`config.mk`:
```
export PLATFORM = sky130hd
export DESIGN_NAME = uart_tx_flat
export DESIGN_NICKNAME = d
export VERILOG_FILES = /design/src/rtl/uart_tx_if.sv /design/src/rtl/uart_tx.sv /design/src/flat_wrapper.sv
export SDC_FILE = /design/constraint.sdc
export NUM_CORES = 1
export LEC_CHECK = 0
export CORE_MARGIN = 4
export CORE_UTILIZATION = 55
export DETAILED_ROUTE_END_ITERATION = 10
export GPL_ROUTABILITY_DRIVEN = 0
export PLACE_DENSITY_LB_ADDON = 0.3
export SYNTH_ARGS = -nofsm -noshare
export SYNTH_HDL_FRONTEND = slang
export SYNTH_SLANG_ARGS = --single-unit
```
`constraint.sdc`:
```
create_clock -name Clk -period 4.85 [get_ports Clk]
set_clock_uncertainty 0.2 [all_clocks]
set_input_delay 0.97 -clock Clk [delete_from_list [all_inputs] [get_ports Clk]]
set_output_delay 0.97 -clock Clk [all_outputs]
set_load 0.1 [all_outputs]
```
`src/rtl/uart_tx_if.sv`:
```
// uart_tx_if: parallel-side connection between a data producer and uart_tx.
//
// Signals
//   P_Data      producer -> uart  word to transmit
//   Data_Valid  producer -> uart  one-cycle request strobe
//   Parity_En   producer -> uart  1 = append a parity bit
//   Parity_Typ  producer -> uart  0 = even, 1 = odd parity
//   TX_out      uart -> line      serial output, idle high
//   Busy        uart -> producer  high while a frame is on the line
//
// Modports
//   master  the data producer
//   slave   the transmitter
interface uart_tx_if #(
  parameter int DATA_WD = 8
);
  logic [DATA_WD-1:0] P_Data;
  logic               Data_Valid;
  logic               Parity_En;
  logic               Parity_Typ;
  logic               TX_out;
  logic               Busy;

  modport master (
    output P_Data, Data_Valid, Parity_En, Parity_Typ,
    input  TX_out, Busy
  );

  modport slave (
    input  P_Data, Data_Valid, Parity_En, Parity_Typ,
    output TX_out, Busy
  );
endinterface

```
`src/rtl/uart_tx.sv`:
```
// uart_tx: UART transmitter, one bit per clock (Clk is the baud clock).
// Frame: start(0), DATA_WD data bits LSB first, optional parity, stop(1).
//
// Ports
//   Clk  baud clock, rising-edge logic
//   Rst  asynchronous active-low reset; aborts any frame in flight
//   bus  uart_tx_if.slave: P_Data/Data_Valid/Parity_En/Parity_Typ in,
//        TX_out/Busy out (both registered)
module uart_tx #(
  parameter int DATA_WD = 8
) (
  input  logic       Clk,
  input  logic       Rst,
  uart_tx_if.slave   bus
);

  localparam int CNT_WD = (DATA_WD > 1) ? $clog2(DATA_WD) : 1;
  localparam logic [CNT_WD-1:0] LAST_BIT = CNT_WD'(DATA_WD - 1);

  typedef enum logic [2:0] {IDLE, START, DATA, PARITY, STOP} state_t;

  state_t              state_reg, state_next;
  logic [DATA_WD-1:0]  shift_reg;
  logic [CNT_WD-1:0]   cnt_reg;
  logic                par_en_reg;
  logic                par_bit_reg;
  logic                tx_reg, tx_next;
  logic                busy_reg, busy_next;

  // State register
  always_ff @(posedge Clk or negedge Rst) begin
    if (!Rst) state_reg <= IDLE;
    else      state_reg <= state_next;
  end

  // Next-state logic; Data_Valid only matters in IDLE, so requests never queue
  always_comb begin
    state_next = state_reg;
    case (state_reg)
      IDLE:    if (bus.Data_Valid) state_next = START;
      START:   state_next = DATA;
      DATA:    if (cnt_reg == LAST_BIT) state_next = par_en_reg ? PARITY : STOP;
      PARITY:  state_next = STOP;
      STOP:    state_next = IDLE;
      default: state_next = IDLE;
    endcase
  end

  // Output logic is decoded from the next state and registered below, so the
  // line level for a state appears in the same cycle the FSM enters it.
  always_comb begin
    tx_next   = 1'b1;
    busy_next = (state_next != IDLE);
    case (state_next)
      START:   tx_next = 1'b0;
      DATA:    tx_next = shift_reg[0];
      PARITY:  tx_next = par_bit_reg;
      default: tx_next = 1'b1;
    endcase
  end

  // Serializer, bit counter and parity capture. Everything the frame needs is
  // latched at acceptance so later input changes cannot disturb it.
  always_ff @(posedge Clk or negedge Rst) begin
    if (!Rst) begin
      shift_reg   <= '0;
      cnt_reg     <= '0;
      par_en_reg  <= 1'b0;
      par_bit_reg <= 1'b0;
    end else begin
      if (state_reg == IDLE && bus.Data_Valid) begin
        shift_reg   <= bus.P_Data;
        cnt_reg     <= '0;
        par_en_reg  <= bus.Parity_En;
        // even: XOR-reduce; odd: XNOR-reduce
        par_bit_reg <= (^bus.P_Data) ^ bus.Parity_Typ;
      end else begin
        // Shift on the same edge that registers shift_reg[0] onto the line
        if (state_next == DATA)
          shift_reg <= shift_reg >> 1;
        if (state_reg == DATA)
          cnt_reg <= (cnt_reg == LAST_BIT) ? '0 : cnt_reg + 1'b1;
      end
    end
  end

  // Output registers
  always_ff @(posedge Clk or negedge Rst) begin
    if (!Rst) begin
      tx_reg   <= 1'b1;
      busy_reg <= 1'b0;
    end else begin
      tx_reg   <= tx_next;
      busy_reg <= busy_next;
    end
  end

  assign bus.TX_out = tx_reg;
  assign bus.Busy   = busy_reg;

endmodule

```
`src/flat_wrapper.sv`:
```
// flat-port wrapper written by rule: the top's interface ports become plain ports
module uart_tx_flat 
#(
  parameter int DATA_WD = 8
)
  (Clk, Rst, bus_P_Data, bus_Data_Valid, bus_Parity_En, bus_Parity_Typ, bus_TX_out, bus_Busy);
  uart_tx_if #(.DATA_WD(DATA_WD)) bus_i ();
  input  logic Clk;
  input  logic Rst;
  input wire logic [$bits(bus_i.P_Data)-1:0] bus_P_Data;
  input wire logic [$bits(bus_i.Data_Valid)-1:0] bus_Data_Valid;
  input wire logic [$bits(bus_i.Parity_En)-1:0] bus_Parity_En;
  input wire logic [$bits(bus_i.Parity_Typ)-1:0] bus_Parity_Typ;
  output wire logic [$bits(bus_i.TX_out)-1:0] bus_TX_out;
  output wire logic [$bits(bus_i.Busy)-1:0] bus_Busy;
  assign bus_i.P_Data = bus_P_Data;
  assign bus_i.Data_Valid = bus_Data_Valid;
  assign bus_i.Parity_En = bus_Parity_En;
  assign bus_i.Parity_Typ = bus_Parity_Typ;
  assign bus_TX_out = bus_i.TX_out;
  assign bus_Busy = bus_i.Busy;
  uart_tx #(.DATA_WD(DATA_WD)) u_core (.Clk(Clk), .Rst(Rst), .bus(bus_i));
endmodule
```
==> results of run 1 <==
-- final timing paths --
check,to
worst max-delay path,bus_TX_out
worst min-delay path,u_core.par_bit_reg$_DFFE_PN0P_
worst max register to register,u_core.shift_reg[7]$_DFFE_PN0P_
worst min register to register,u_core.par_bit_reg$_DFFE_PN0P_
max in group asynchronous,u_core.cnt_reg[2]$_DFFE_PN0P_
min in group asynchronous,u_core.bus.Busy$_DFF_PN0_
-- cell usage after synthesis --
| cell type | n |
|---|---|
| and3_1 | 1 |
| or2b_1 | 2 |
| a221o_1 | 1 |
| or3b_4 | 1 |
| o21bai_1 | 1 |
| mux2i_1 | 7 |
| buf_6 | 2 |
| nor2_1 | 5 |
| a21oi_1 | 5 |
| a21boi_1 | 1 |
| o21a_1 | 1 |
| and4bb_1 | 1 |
| nand2_2 | 1 |
| a21oi_4 | 1 |
| buf_2 | 1 |
| xnor2_1 | 4 |
| xor2_1 | 2 |
| dfrtp_1 | 17 |
| inv_1 | 3 |
| or2_1 | 1 |
| nor2_2 | 4 |
| a32o_1 | 3 |
| o21ai_1 | 1 |
| nand2b_1 | 1 |
| a21oi_2 | 4 |
| o21ai_0 | 1 |
| nand3b_1 | 1 |
| xnor3_1 | 1 |
| mux2_2 | 1 |
| ha_1 | 2 |
| dfstp_2 | 1 |
| nor2b_1 | 3 |
| nand2_1 | 1 |
| o22ai_1 | 1 |
-- layout make-up --
| type | instances | area share (%) |
|---|---|---|
| tap | 16 | 1.77 |
| sequential | 18 | 39.8 |
| timing repair buffer | 14 | 12.4 |
| clock buffer | 4 | 3.20 |
| inverter | 3 | 0.993 |
| multi-input combinational | 59 | 41.8 |
-- power groups by stage --
stage,registers (mW),logic [mW],clock network (mW)
2_1_floorplan,0.321,0.261,0
3_3_place_gp,0.273,0.352,0
3_5_place_dp,0.277,0.362,0
4_1_cts,0.274,0.364,0.0982
5_1_grt,0.284,0.396,0.108
6_report,0.274,0.360,0.0941
-- metal layers --
layer  routed length [µm]  vias up  global-route usage, %
met3                   77        5                   4.22
met2                  741       14                   22.5
met5                    0        -                      0
met4                   40        0                   9.68
met1                  779      309                   21.1
li1                     -      323                      -
-- kinds of logic (layout without fill, tap and decap cells) --
kind of cell    Yosys count  in the layout  synth area share, %
buf+inv                   6             21                 4.02
fa+ha+maj                 2              2                 2.59
mux                       8              8                 8.43
compound gates           20             20                 16.1
simple gates             22             22                 14.3
flops                    18             18                 46.8
xor+xnor                  7              7                 7.78
-- stage by stage --
stage	instance area, µm²	instances
finish	1130	114
global route	1130	114
CTS	1130	114
detailed placement	1100	110
global placement	1100	110
floorplan	965	83
==> metrics.txt, run 1 <==
final net count=114; synthesized instance count=83; Root Buffer=clkbuf_4; worst hold stages=2; # resized after CTS=0; vias per cell=5.71; Crit. path cell count=1; post-synth top area cell=dfrtp_1; sw frac=42.1%; DRT Pass-1 Iters=4; R2R depth=6; Max-cap violations=0; hold slack=303 ps; Yosys cell types=34; Buffers on Ports=14; ant diodes=0; Max Slew Vio Count=0; first-pass GRT wire length=2860 µm; critical path startpoint=u_core.bus.TX_out$_DFF_PN1_; crit path buf inv count=1; die area=2490 µm²; worst reg-to-reg setup slack=2620 ps; commonest cells after routing, fill and taps aside=dfrtp_1 (17), clkdlybuf4s50_1 (14), mux2i_1 (7); WL/cell=14.4 µm; critical-path cell list=clkdlybuf4s50_1; Post-DRT Antenna Nets=0; crit path DAT=1940 ps; dpl ws=2070 ps; fill cell count=129; r2r startpoint=u_core.cnt_reg[0]$_DFFE_PN0P_; max FFs per register=8; vias in the first global route=605; most common cell after layout, fill and taps aside=dfrtp_1; syn_nets=98; I/O Pins=15; layout cell share with drive strength beyond 1=17.3%; # clock sinks=18; area occupied by multi-input gates=474 µm²; register area=452 µm²; post-CTS setup buffer count=0; total vias in the final route=651; slowest library cell on the worst path=clkdlybuf4s50_1; TritonCTS clock tree=yes; syn avg cell area=11.6 µm²; Worst Path Required=3680 ps; Power, Total=0.728 mW; sequential share of power=37.6%; Final Hold Fails=0; Leakage=0.511 nW; fin crit share=64.2%; total internal power=0.421 mW; HPWL after detailed placement=1200 µm; setup TNS=0 ps; final-report setup violation count=0; count of state elements after synthesis=18; GR Util All Layers=15.8%; top cells by area, synth=dfrtp_1 (44%), mux2i_1 (7.3%), a21oi_2 (3.6%), xnor2_1 (3.6%), a32o_1 (3.1%); 1st-iter DRT viols=5; Crit path max-delay family=buffers and inverters; Setup crit start kind=flop; Worst Path Max Fanout=1; Final Critical Period=3110 ps; Syn-to-layout area delta=17.5%; Setup crit end kind=primary output; status=completed; crit path kind=flop to primary output; Clk pwr share=12.9%; Worst-Margin Slew=967 ps; slowest stage delay, CP=1120 ps; area of the mapped netlist=965 µm²; Routed WL=1640 µm; relative slew slack=35.3%; RSZ-0062 raised after global routing=no; Psw=0.306 mW; Final Core Density=71.9%; Ys Warns=0; Initial Util=61.2%; Yosys top cell area share=44.1%; sequential area share after synthesis=46.8%; cts bufs inserted=3; CTS clk-pin slew, worst paths=100 ps; Gate power share=49.5%; Hold Path Class=flop to flop; worst-skew pair later-pin latency=300 ps; CTS Buffer Depth=2; min-delay src=u_core.par_bit_reg$_DFFE_PN0P_; Die Width=49.9 µm; Hold-fix buffers, CTS=0; worst-case vdd ir drop=0.378 mV; fmax=321 MHz; Power Dens Cells=642 nW/µm²; Die Y=49.9 µm; DRC=0; maximum level of the CTS H-tree=1; pin count of the biggest net entering global routing=19; Remaining Overflow, GRT=0; Final WS setup=1740 ps; core area=1580 µm²; row cnt=14; initial antenna violation count=0
Power figures use the tool's default switching activity.
==> run 2, diff against run 1 <==
- CORE_UTILIZATION: 55 -> 51
- clock period: 4.85 -> 3 ns (I/O delays scaled with it)
==> metrics.txt, run 2 (synthesis gave the netlist of run 1 again) <==
final-report setup violation count=0; met3 Use GR=3.72%; worst hold stages=2; ant diodes=0; Finished Layout Cells=123; Power Dens Cells=1010 nW/µm²; Final Hold Fails=0; placed instance area=1100 µm²; Power, Total=1.14 mW; Max-cap violations=0; most common cell after layout, fill and taps aside=dfrtp_1; fmax=445 MHz; post-CTS setup buffer count=0; layout cell share with drive strength beyond 1=18.4%; most used routing layer=met2; worst-case vdd ir drop=0.702 mV; status=completed; Worst Path Required=2960 ps; Final Core Density=64.0%; vias in the first global route=635; Worst Path Max Fanout=14; Buffers on Ports=14; Initial Util=54.7%; relative slew slack=46.7%; R2R depth=6; setup TNS=0 ps; total vias in the final route=636; Setup crit start kind=flop; first-pass GRT wire length=2800 µm; CTS Buffer Depth=2; GR Util All Layers=14.6%; Worst-Margin Slew=797 ps; maximum level of the CTS H-tree=1; crit path kind=flop to flop; grt met2 use=21.0%; TritonCTS clock tree=yes; Die Y=51.5 µm; commonest cells after routing, fill and taps aside=dfrtp_1 (17), clkdlybuf4s50_1 (12), mux2i_1 (7); hold slack=306 ps; vias per cell=5.17; Leakage=0.506 nW; Max Slew Vio Count=0; row cnt=15; Die Width=51.5 µm; crit path DAT=2210 ps; I/O Pins=15; RSZ-0062 raised after global routing=no; initial antenna violation count=0; DRC=0; Final WS setup=752 ps; Remaining Overflow, GRT=0; core area=1760 µm²; DRT Pass-1 Iters=4; Final Critical Period=2250 ps; final net count=114; HPWL after detailed placement=1250 µm; WL/cell=13.3 µm; pin count of the biggest net entering global routing=19; CTS clk-pin slew, worst paths=100 ps; 1st-iter DRT viols=5; # clock sinks=18; die area=2650 µm²; Routed WL=1630 µm; fin crit share=74.9%; Syn-to-layout area delta=17.1%; dpl ws=725 ps; placed insts=119; Root Buffer=clkbuf_4; cts bufs inserted=3; worst-skew pair later-pin latency=290 ps; max FFs per register=8; Hold-fix buffers, CTS=0; Hold Path Class=flop to flop; Setup crit end kind=flop; # resized after CTS=0; Post-DRT Antenna Nets=0; grt met1 use=19.9%; cell area after layout=1130 µm²
## run 2: cell types whose count changed in the layout (fill, tap and decap cells not counted)
cell | previous run | this run
clkbuf_1 | 0 | 1
buf_4 | 0 | 2
clkdlybuf4s50_1 | 14 | 12
clkbuf_8 | 1 | 0
## run 2: critical path, stage by stage, from the launching register on
cell	delay, ps
dfrtp_1	400
ha_1	210
ha_1	230
or3b_4	410
a21oi_4	370
nor2b_1	200
o22ai_1	90
## run 2: where the power goes
part / internal [mW] / switching [mW] / total, mW
Combinational: 0.244 / 0.332 / 0.576
Sequential: 0.359 / 0.0813 / 0.441
Clock: 0.0517 / 0.0709 / 0.123
Total: 0.655 / 0.484 / 1.14
## run 2: worst paths after layout
| kind | to | from | slack [ps] |
|---|---|---|---|
| hold / removal | u_core.par_bit_reg$_DFFE_PN0P_ | u_core.par_bit_reg$_DFFE_PN0P_ | 310 |
| setup / recovery | u_core.shift_reg[7]$_DFFE_PN0P_ | u_core.cnt_reg[0]$_DFFE_PN0P_ | 750 |
| max in group asynchronous | u_core.shift_reg[5]$_DFFE_PN0P_ | Rst | 1540 |
| hold reg to reg | u_core.par_bit_reg$_DFFE_PN0P_ | u_core.par_bit_reg$_DFFE_PN0P_ | 310 |
| setup reg to reg | u_core.shift_reg[7]$_DFFE_PN0P_ | u_core.cnt_reg[0]$_DFFE_PN0P_ | 750 |
| min in group asynchronous | u_core.cnt_reg[2]$_DFFE_PN0P_ | Rst | 560 |
## run 2: layout make-up
cell class / count / area (µm²)
Sequential cell: 18 / 452
Clock buffer: 4 / 26.3
Fill cell: 161 / 634
Tap cell: 25 / 31.3
Multi-Input combinational cell: 59 / 474
Timing Repair Buffer: 14 / 135
Inverter: 3 / 11.3
## run 2: metal layers
metal,vias up,routed length [µm]
met5,-,0
met2,9,716
met4,0,34
li1,324,-
met3,4,49
met1,299,832
==> run 3, diff against run 2 <==
- CORE_UTILIZATION: 51 -> 46
- clock period: 3 -> 1.95 ns (I/O delays scaled with it)
==> metrics.txt, run 3 (synthesis gave the netlist of run 1 again) <==
Setup crit end kind=flop; first-pass GRT wire length=2790 µm; max FFs per register=8; Setup crit start kind=flop; Max Slew Vio Count=0; Routed WL=1730 µm; row cnt=16; Root Buffer=clkbuf_4; area occupied by multi-input gates=523 µm²; register area=452 µm²; Hold Path Class=input pin to asynchronous set/reset pin; Hold-fix buffers, CTS=0; Leakage=0.582 nW; I/O Pins=15; worst reg-to-reg setup slack=10 ps; worst-skew pair later-pin latency=290 ps; final-report setup violation count=0; die area=2890 µm²; Syn-to-layout area delta=36.6%; cell with the most instances on the worst path=ha_4; Final Critical Period=1940 ps; GR Util All Layers=13.8%; Reg-to-Reg End=u_core.bus.TX_out$_DFF_PN1_; final net count=127; pin count of the biggest net entering global routing=19; Worst-Margin Slew=357 ps; Post-DRT Antenna Nets=0; r2r startpoint=u_core.cnt_reg[1]$_DFFE_PN0P_; commonest cells after routing, fill and taps aside=dfrtp_1 (17), clkdlybuf4s50_1 (12), buf_4 (12); CTS clk-pin slew, worst paths=100 ps; hold slack=218 ps; Die Width=53.8 µm; worst-case vdd ir drop=0.904 mV; Crit. path cell count=7; fill cell count=158; total vias in the final route=687; slowest library cell on the worst path=dfrtp_1; TritonCTS clock tree=yes; WL/cell=12.5 µm; Worst Path Max Fanout=3; Max-cap violations=0; Power, Total=2.06 mW; CTS Buffer Depth=2; Initial Util=48.7%; Crit path max-delay family=compound AO/OA/AOI/OAI gates; fmax=517 MHz; vias per cell=4.98; slowest stage delay, CP=420 ps; Worst Path Required=1970 ps; RSZ-0062 raised after global routing=yes; Remaining Overflow, GRT=0; DRT Pass-1 Iters=4; cts bufs inserted=3; R2R depth=7; Power Dens Cells=1570 nW/µm²; ant diodes=0; Die Y=53.8 µm; cell area after layout=1320 µm²; status=completed; initial antenna violation count=0; layout cell share with drive strength beyond 1=35.1%; fin crit share=99.3%; HPWL after detailed placement=1240 µm; most common cell after layout, fill and taps aside=dfrtp_1; Final Hold Fails=0; 1st-iter DRT viols=6; vias in the first global route=657; maximum level of the CTS H-tree=1; relative slew slack=75.9%; crit path DAT=1960 ps; DRC=0; # clock sinks=18; critical-path cell list=ha_4 > ha_4 > buf_4 > and3_4 > o21a_1 > and4bb_1 > a221o_1; Buffers on Ports=14; core area=1980 µm²; crit path kind=flop to flop; placed instance area=1200 µm²; crit path buf inv count=1
[run 3: per-layer routing]
metal | routed length (µm) | share of wire [%] | global-route usage, % | vias up
li1 | - | - | - | 346
met1 | 771 | 45 | 17.2 | 328
met2 | 866 | 50 | 22.0 | 11
met3 | 75 | 4.3 | 2.49 | 2
met4 | 12 | 0.70 | 8.51 | 0
met5 | 0 | 0 | 0 | -
[run 3: worst max path at each step]
stage | start | end | slack (ps)
finish | u_core.cnt_reg[1]$_DFFE_PN0P_ | u_core.bus.TX_out$_DFF_PN1_ | 10
global route | u_core.cnt_reg[1]$_DFFE_PN0P_ | u_core.bus.TX_out$_DFF_PN1_ | -60
CTS | u_core.cnt_reg[1]$_DFFE_PN0P_ | u_core.bus.TX_out$_DFF_PN1_ | 1
detailed placement | bus_P_Data[2] | u_core.par_bit_reg$_DFFE_PN0P_ | -90
floorplan | u_core.cnt_reg[0]$_DFFE_PN0P_ | u_core.shift_reg[6]$_DFFE_PN0P_ | 40
global placement | bus_P_Data[2] | u_core.par_bit_reg$_DFFE_PN0P_ | -60
[run 3: per-stage QoR]
| step | utilization (%) | cells | setup TNS [ps] | setup WS, ps |
|---|---|---|---|---|
| after floorplan | - | 83 | 0 | 39.3 |
| after global placement | 60.5 | 130 | -193 | -58.1 |
| after detailed placement | 60.5 | 130 | -463 | -89.6 |
| after CTS | 64.7 | 137 | 0 | 1.34 |
| after global routing | 66.5 | 138 | -232 | -55.9 |
| final | 66.5 | 138 | 0 | 14.2 |
[run 3: where the power goes]
group | switching [mW] | internal [mW]
Sequential | 0.153 | 0.554
Clock | 0.112 | 0.114
Combinational | 0.558 | 0.574
[run 3: final cells by class]
type	instances	area share, %
well taps	27	2.56
flip-flops and latches	18	34.3
clock buffers	4	2.75
multi-input cells	59	39.7
repair buffers	27	19.8
inverters	3	0.855
[run 3: worst register-to-register path: cells and delay by family (launching register included)]
family	cells	cell delay [ps]
AOI/OAI and AO/OA	2	440
adders and majority gates	2	340
and+or+nand+nor	2	350
buffers and inverters	1	130
DFF	1	420
[run 3: timing repair]
item,CTS,global route
resized for setup,4,7
pin swaps,3,5
setup endpoints to repair,9,7
setup buffers,3,1
